[src/rtl/unidade_controle_exp4.sv]
// Moore control unit for one game round: clear, wait for a play, register, compare, advance/finish.
// Define TIMEOUT_EN to add a play timeout of TIMEOUT_CICLOS cycles in ESPERA.
module unidade_controle_exp4 #(
    parameter int TIMEOUT_CICLOS = 5000
) (
    input  logic       clock,
    input  logic       reset,
    input  logic       iniciar,
    input  logic       jogada,
    input  logic       igual,
    input  logic       fim,
    output logic       zera,
    output logic       conta,
    output logic       registra,
    output logic       pronto,
    output logic       acertou,
    output logic       errou,
    output logic       timeout,
    output logic [3:0] db_estado
);

    localparam logic [3:0] INICIAL     = 4'b0000;
    localparam logic [3:0] PREPARACAO  = 4'b0001;
    localparam logic [3:0] ESPERA      = 4'b0010;
    localparam logic [3:0] REGISTRA    = 4'b0011;
    localparam logic [3:0] COMPARACAO  = 4'b0100;
    localparam logic [3:0] PROXIMO     = 4'b0101;
    localparam logic [3:0] FIM_ACERTOU = 4'b1010;
    localparam logic [3:0] FIM_ERROU   = 4'b1110;
    localparam logic [3:0] FIM_TIMEOUT = 4'b1101;

    if (TIMEOUT_CICLOS < 2) begin : g_param_invalido
        $error("TIMEOUT_CICLOS must be at least 2");
    end

    logic [3:0] estado;
    logic [3:0] proximo_estado;
    logic       jogada_d;
    logic       jp;
    logic       estourou;

    always_ff @(posedge clock) begin
        if (reset) begin
            jogada_d <= 1'b0;
        end else begin
            jogada_d <= jogada;
        end
    end

    // One pulse per rising edge of the button; a held button yields a single jp.
    assign jp = jogada & ~jogada_d;

`ifdef TIMEOUT_EN
    localparam int CONT_W = $clog2(TIMEOUT_CICLOS);
    localparam logic [CONT_W-1:0] CONT_MAX = CONT_W'(TIMEOUT_CICLOS - 1);

    logic [CONT_W-1:0] cont_espera;

    // Counts only while staying in ESPERA, so every entry into ESPERA starts from zero.
    always_ff @(posedge clock) begin
        if (reset) begin
            cont_espera <= '0;
        end else if (estado == ESPERA && proximo_estado == ESPERA) begin
            cont_espera <= cont_espera + 1'b1;
        end else begin
            cont_espera <= '0;
        end
    end

    assign estourou = (estado == ESPERA) && (cont_espera == CONT_MAX);
    assign timeout  = (estado == FIM_TIMEOUT);
`else
    assign estourou = 1'b0;
    assign timeout  = 1'b0;
`endif

    always_ff @(posedge clock) begin
        if (reset) begin
            estado <= INICIAL;
        end else begin
            estado <= proximo_estado;
        end
    end

    // A mismatch dominates a simultaneous terminal count; jp beats a same-cycle timeout.
    always_comb begin
        proximo_estado = INICIAL;
        case (estado)
            INICIAL:     proximo_estado = iniciar ? PREPARACAO : INICIAL;
            PREPARACAO:  proximo_estado = ESPERA;
            ESPERA: begin
                if (jp) begin
                    proximo_estado = REGISTRA;
                end else if (estourou) begin
                    proximo_estado = FIM_TIMEOUT;
                end else begin
                    proximo_estado = ESPERA;
                end
            end
            REGISTRA:    proximo_estado = COMPARACAO;
            COMPARACAO: begin
                if (!igual) begin
                    proximo_estado = FIM_ERROU;
                end else if (fim) begin
                    proximo_estado = FIM_ACERTOU;
                end else begin
                    proximo_estado = PROXIMO;
                end
            end
            PROXIMO:     proximo_estado = ESPERA;
            FIM_ACERTOU: proximo_estado = iniciar ? PREPARACAO : FIM_ACERTOU;
            FIM_ERROU:   proximo_estado = iniciar ? PREPARACAO : FIM_ERROU;
            FIM_TIMEOUT: proximo_estado = iniciar ? PREPARACAO : FIM_TIMEOUT;
            default:     proximo_estado = INICIAL;
        endcase
    end

    assign zera      = (estado == INICIAL) || (estado == PREPARACAO);
    assign registra  = (estado == REGISTRA);
    assign conta     = (estado == PROXIMO);
    assign pronto    = (estado == FIM_ACERTOU) || (estado == FIM_ERROU) || (estado == FIM_TIMEOUT);
    assign acertou   = (estado == FIM_ACERTOU);
    assign errou     = (estado == FIM_ERROU);
    assign db_estado = estado;

endmodule

[config.mk]
export PLATFORM = sky130hd
export DESIGN_NAME = unidade_controle_exp4
export DESIGN_NICKNAME = d
export VERILOG_FILES = /design/src/rtl/unidade_controle_exp4.sv
export SDC_FILE = /design/constraint.sdc
export NUM_CORES = 1
export LEC_CHECK = 0
export ABC_AREA = 1
export CAP_MARGIN = 10
export CORE_AREA = 2 2 39 41
export DETAILED_ROUTE_END_ITERATION = 10
export DIE_AREA = 0 0 41 43
export DONT_BUFFER_PORTS = 1
export MAX_ROUTING_LAYER = met4
export SLEW_MARGIN = 20
export SYNTH_ARGS = -nofsm -noshare
export SYNTH_HDL_FRONTEND = slang
export SYNTH_SLANG_ARGS = --single-unit
[constraint.sdc]
create_clock -name clock -period 3 [get_ports clock]
set_input_delay 0.45 -clock clock [delete_from_list [all_inputs] [get_ports clock]]
set_output_delay 0.45 -clock clock [all_outputs]
set_load 0.005 [all_outputs]
After elaboration in Yosys (flattened, before gate mapping) --
Index checks and enable logic that the tools add are counted.
Operators by class: add/subtract/negate cells 0, $mul 0, order comparisons 0, divide/modulo/power cells 0, equality and inequality tests 8, mux-type cells 8, bitwise operators 2, reduce and logical (&&, ||, !) cells 5, shift-type cells 0
Operators by type and width (number):
- $pmux 4 s8 | 1
- $mux 4 | 5
- $eq 4x4->1 const B | 3
- $eq 4x2->1 const B | 2
- $eq 4x3->1 const B | 2
- $eq 4x1->1 const B | 1
- $logic_not 4->1 | 1
- $logic_or 1x1->1 | 3
- $mux 1 | 2
- $reduce_or 2->1 | 1
- $and 1x1->1 | 1
- $not 1->1 | 1
Storage, ports and cells: bits of input ports 6, bits in latches 0, logic and storage cells 25, bits in read-only memories 0, RAM bits 0, output and inout port bits 11, memories 0, bits in registers 5

Longest topological paths before layout --
Gate-level depths: netlist (run 1).
depth after elaboration 4, mapped depth 6, mapped depth without buffers 6

Worst setup path before layout (run 1) --
Ideal clock, no wire load.
path type reg-to-output, start point register estado[3], in the netlist db_estado[3], end point output port registra, arrival time 0.789 ns, required time 2.550 ns, path slack 1.761 ns, buffers on the path 1, cell stages (with the launch flop) 5, cell sequence dfxtp_1 > buf_6 > nor2_1 > nand3_1 > inv_1
On the way: word-level cells in the longest chain between the ends 1
Ends and longest elaborated chain:
- from (decl) | RTL line 36 | logic [3:0] estado;
- from (signal assigned) | RTL line 81 | estado <= proximo_estado;
- $eq 4x2->1 | RTL line 119 | assign registra = (estado == REGISTRA);
- to (decl) | RTL line 14 | output logic registra,
Every way passes these cells.

Final worst setup path (run 1) --
Same ends and word-level chain as after synthesis.

==> impl_metrics.ini, run 1 <==
[run_status]
run_status = completed

[synth]
synth_area_um2 = 354
synth_xor_area_share_pct = 0
yosysTopAreaCell = dfxtp_1
async_flop_share_pct = 0
ys_ff_latch = 5
synth_edf_count = 0
synth_ff_type = dfxtp_1
syn_avg_cell_area_um2 = 6.44
synth_top_family_by_area = simple AND/OR/NAND/NOR gates
synth_area_leaders = dfxtp_1, nor2_1, nand3_1
synth_top_area_share_pct = 28.3
netlist-cell-type-count = 19
synth_common_cells = nor2_1, nand2_1, nand3_1
synth_compound_area_share_pct = 6.01
yosys.area_share.adder_pct = 0
synthMuxAreaShare_pct = 0
yosysSeqAreaShare_pct = 28.3
syn_nets = 61
synthSimpleGateAreaFrac_pct = 53.0
yosysMostFrequentCell = nor2_1
synth_cells = 55
synth_warnings = 0

[worst_setup_path]
critPathKind = reg2out
required_ps = 2550
start_kind = flip-flop
crit_fanout = 9
cp-end-kind = primary output
arrival_ps = 1120

[drt]
wl_um = 773
drt_iter0_drc = 11
first_pass_iters = 4
drc = 0
num_vias = 352
postRouteAntennaNets = 0
wl_per_cell_um = 10.6
vias_per_cell = 4.82

[cts]
ctsHoldBuffers = 0
tritoncts = built
cts_max_level = 1
cts-root-buf = clkbuf_4
post-cts-setup-buffers = 0
numClockSinks = 5
clock_latency_ps = 240
clkSlewWorstSetupHoldPaths_ps = 40
clk_path_buf_depth = 2
cts.repair.resized = 0
cts_buffers = 3

[placed_design]
place_congestion = 0.948
place_area_um2 = 355
hpwl_um = 625
io_buffers = 0

[final_layout]
area_delta_synth_final_pct = 7.77
final_area_um2 = 382
fill_cells = 163
final_util_pct = 27.6
diodes = 0
layout-drive-gt1-share_pct = 17.5
nets = 64

[power]
p_leak_nw = 0.205
ir_drop_mv = 0.149
powerDensity_nw_per_um2 = 480

[timing]
hold_ws_ps = 280
tns_ps = 0
setup_violations = 0
fmax_mhz = 637
rsz0062_at_grt = no
hold_viol_final = 0
finalMaxSlewViolations = 0
skew_ps = 0.359
min_period_ps = 1570
min_period_over_period_pct = 52.3

[die]
coreArea_um2 = 1380
die_area_um2 = 1760
die_x_um = 41
io_pins = 17
die-height_um = 43
start_util_pct = 25.6
rows = 14

[job]
maxCapViolCount = 0

[global_routing]
antenna_found_initial = 0
grt_pass1_vias = 332
grt_pass1_wl_um = 1230
gr-total-overflow = 0
grt_max_degree = 10
track_usage_pct = 10.5

[hold_path]
hp-class = in2reg
==> flip-flops by register name (all words and copies together) (netlist names) <==
register   count
jogada_d       1
db_estado      4
==> worst max-delay path, cell delays in order, from the launching register on <==
cell	delay, ps
dfxtp_1	400
nor2_1	250
nand3_1	140
inv_1	100
==> power by group <==
group          total [mW]  switching (mW)  internal [mW]
Sequential         0.0801         0.00915         0.0709
Combinational      0.0269          0.0170        0.00990
Clock              0.0763          0.0261         0.0502
==> final cells by class <==
| type | instances | area (µm²) | area share [%] |
|---|---|---|---|
| flip-flops and latches | 5 | 100 | 26.2 |
| clock buffers | 4 | 26.3 | 6.89 |
| well taps | 16 | 20.0 | 5.25 |
| multi-input cells | 42 | 213 | 55.7 |
| inverters | 6 | 22.5 | 5.90 |
==> through the flow <==
stage	instances	power [mW]	worst slack (ps)
after detailed placement	69	0.108	1670
after CTS	73	0.188	1410
after global placement	69	0.108	1690
after floorplan	55	0.104	1760
after global routing	73	0.194	1340
final	73	0.183	1430
==> routing by layer <==
layer  GRT usage [%]  wire length [µm]  vias up
met2            15.9               382       16
met4            8.00                 5        0
met1            10.3               312      158
met3            3.66                72        2
li1                -                 -      176
met5               -                 0        -
==> placed cells by master, fill, tap and decap left out, drive strengths merged <==
cell    netlist  layout
nand4         2       2
a21oi         1       1
nor2         18      18
nand3         6       6
nor3          2       2
nand3b        2       2
conb          1       1
o21ai         1       1
o211ai        1       1
dfxtp         5       5
clkbuf        0       4
nand2         8       8
inv           6       6
==> final timing paths <==
| path | startpoint | endpoint | slack [ps] | cells after the start |
|---|---|---|---|---|
| worst max-delay path | db_estado[3] | registra | 1430 | 3 |
| worst min-delay path | reset | db_estado[2] | 280 | 1 |
| worst max register to register | db_estado[0] | db_estado[1] | 1870 | 5 |
| worst min register to register | jogada_d | db_estado[0] | 670 | 5 |
==> cell families (layout without fill, tap and decap cells) <==
kind of cell           after synthesis  in the layout
AO/OA/AOI/OAI                        3              3
buffers and inverters                8             10
flip-flops                           5              5
other                                1              1
AND/OR/NAND/NOR                     38             38
Note: power is estimated with default switching activity, not from simulation.
==> run 2: changes to the inputs <==
clock period = 1.51 ns   (was 3 ns; I/O delays follow)
==> run 2 against run 1 <==
Clock power up 98%. Critical path type unchanged. Critical path depth unchanged. Sequential share of layout area unchanged. Largest cell class unchanged.
==> impl_metrics.ini, run 2 (synthesis results as in run 1) <==
[timing]
skew_ps = 3.94
tns_ps = 0
rsz0062_at_grt = no
setup_violations = 0
fmax_mhz = 737
finalMaxSlewViolations = 0
min_period_over_period_pct = 89.8
fin_ws_ps = 154
hold_viol_final = 0
hold_ws_ps = 52.8
min_period_ps = 1360

[final_layout]
nets = 64
layout-drive-gt1-share_pct = 17.5
largest_reg_flops = 4
mostFrequentLayoutCells = nor2_1, nand2_1, nand3_1
final_util_pct = 27.6
diodes = 0
instances_no_fill = 73
area_delta_synth_final_pct = 7.77
final_common_cell = nor2_1
fill_cells = 155

[worst_setup_path]
arrival_ps = 1130
crit_fanout = 9
required_ps = 1280
cp-end-kind = primary output
r2r_start = db_estado[3]
start_kind = flip-flop
critPathKind = reg2out
startpoint = db_estado[3]

[power]
switching_share_pct = 28.4
p_switching_mw = 0.103
power_frac_clock_pct = 41.6
ir_drop_mv = 0.449
p_leak_nw = 0.205
powerDensity_nw_per_um2 = 953
pwr-share-seq_pct = 44.0
intPower_mw = 0.260
pwr-share-comb_pct = 14.5

[drt]
wl_um = 778
drt_iter0_drc = 8
drc = 0
num_vias = 345
vias_per_cell = 4.73
postRouteAntennaNets = 0
first_pass_iters = 4
wl_per_cell_um = 10.7

[hold_path]
worstHoldStart = reset
hp-class = in2reg

[cts]
clkSlewWorstSetupHoldPaths_ps = 40
tritoncts = built
numClockSinks = 5
cts-root-buf = clkbuf_4
post-cts-setup-buffers = 0
clock_latency_ps = 240
ctsHoldBuffers = 0
cts_buffers = 3
cts.repair.resized = 0
cts_max_level = 1
clk_path_buf_depth = 2

[placed_design]
hpwl_um = 628
pre_cts_slack_ps = 372
placed_cells = 69
io_buffers = 0
place_congestion = 0.900

[die]
die_area_um2 = 1760
rows = 14
start_util_pct = 25.6
die_x_um = 41
die-height_um = 43
io_pins = 17
coreArea_um2 = 1380

[global_routing]
antenna_found_initial = 0
gr-total-overflow = 0
grt_pass1_wl_um = 1320
grt_pass1_vias = 327
grt_max_degree = 10
track_usage_pct = 11.1

[job]
maxCapViolCount = 0

[run_status]
run_status = completed
-- run 2: critical path, cell delays in order (launching register included) --
cell,delay (ps)
dfxtp_1,410
nor2_1,260
nand3_1,130
inv_1,90
-- run 2: power groups by stage --
stage	combinational, mW	sequential, mW	clock [mW]
global route	0.0624	0.162	0.166
detailed placement	0.0524	0.162	0
global placement	0.0528	0.162	0
CTS	0.0529	0.160	0.157
finish	0.0526	0.160	0.151
floorplan	0.0488	0.157	0
-- run 2: final cells by class --
class	instances	area (µm²)	share of cell area (%)
tap	16	20.0	5.25
inverter	6	22.5	5.90
sequential	5	100	26.2
multi-input combinational	42	213	55.7
clock buffer	4	26.3	6.89
-- run 2: per-layer routing --
layer | global-route usage (%) | share of wire [%] | up-vias
met5 | - | 0 | -
met4 | 5.33 | 1.5 | 0
met3 | 7.85 | 12 | 2
met2 | 14.7 | 48 | 13
met1 | 12.3 | 39 | 152
li1 | - | - | 178
-- run 2: stage by stage --
step / power, mW / cell area [µm²]
2_1_floorplan: 0.206 / 354
3_3_place_gp: 0.215 / 355
3_5_place_dp: 0.215 / 355
4_1_cts: 0.370 / 382
5_1_grt: 0.390 / 382
6_report: 0.364 / 382
-- run 2: final timing paths --
path	end	slack (ps)	cells past startpoint
worst max-delay path	registra	150	3
worst min-delay path	db_estado[1]	50	1
worst max register to register	db_estado[3]	370	5
worst min register to register	db_estado[0]	640	5
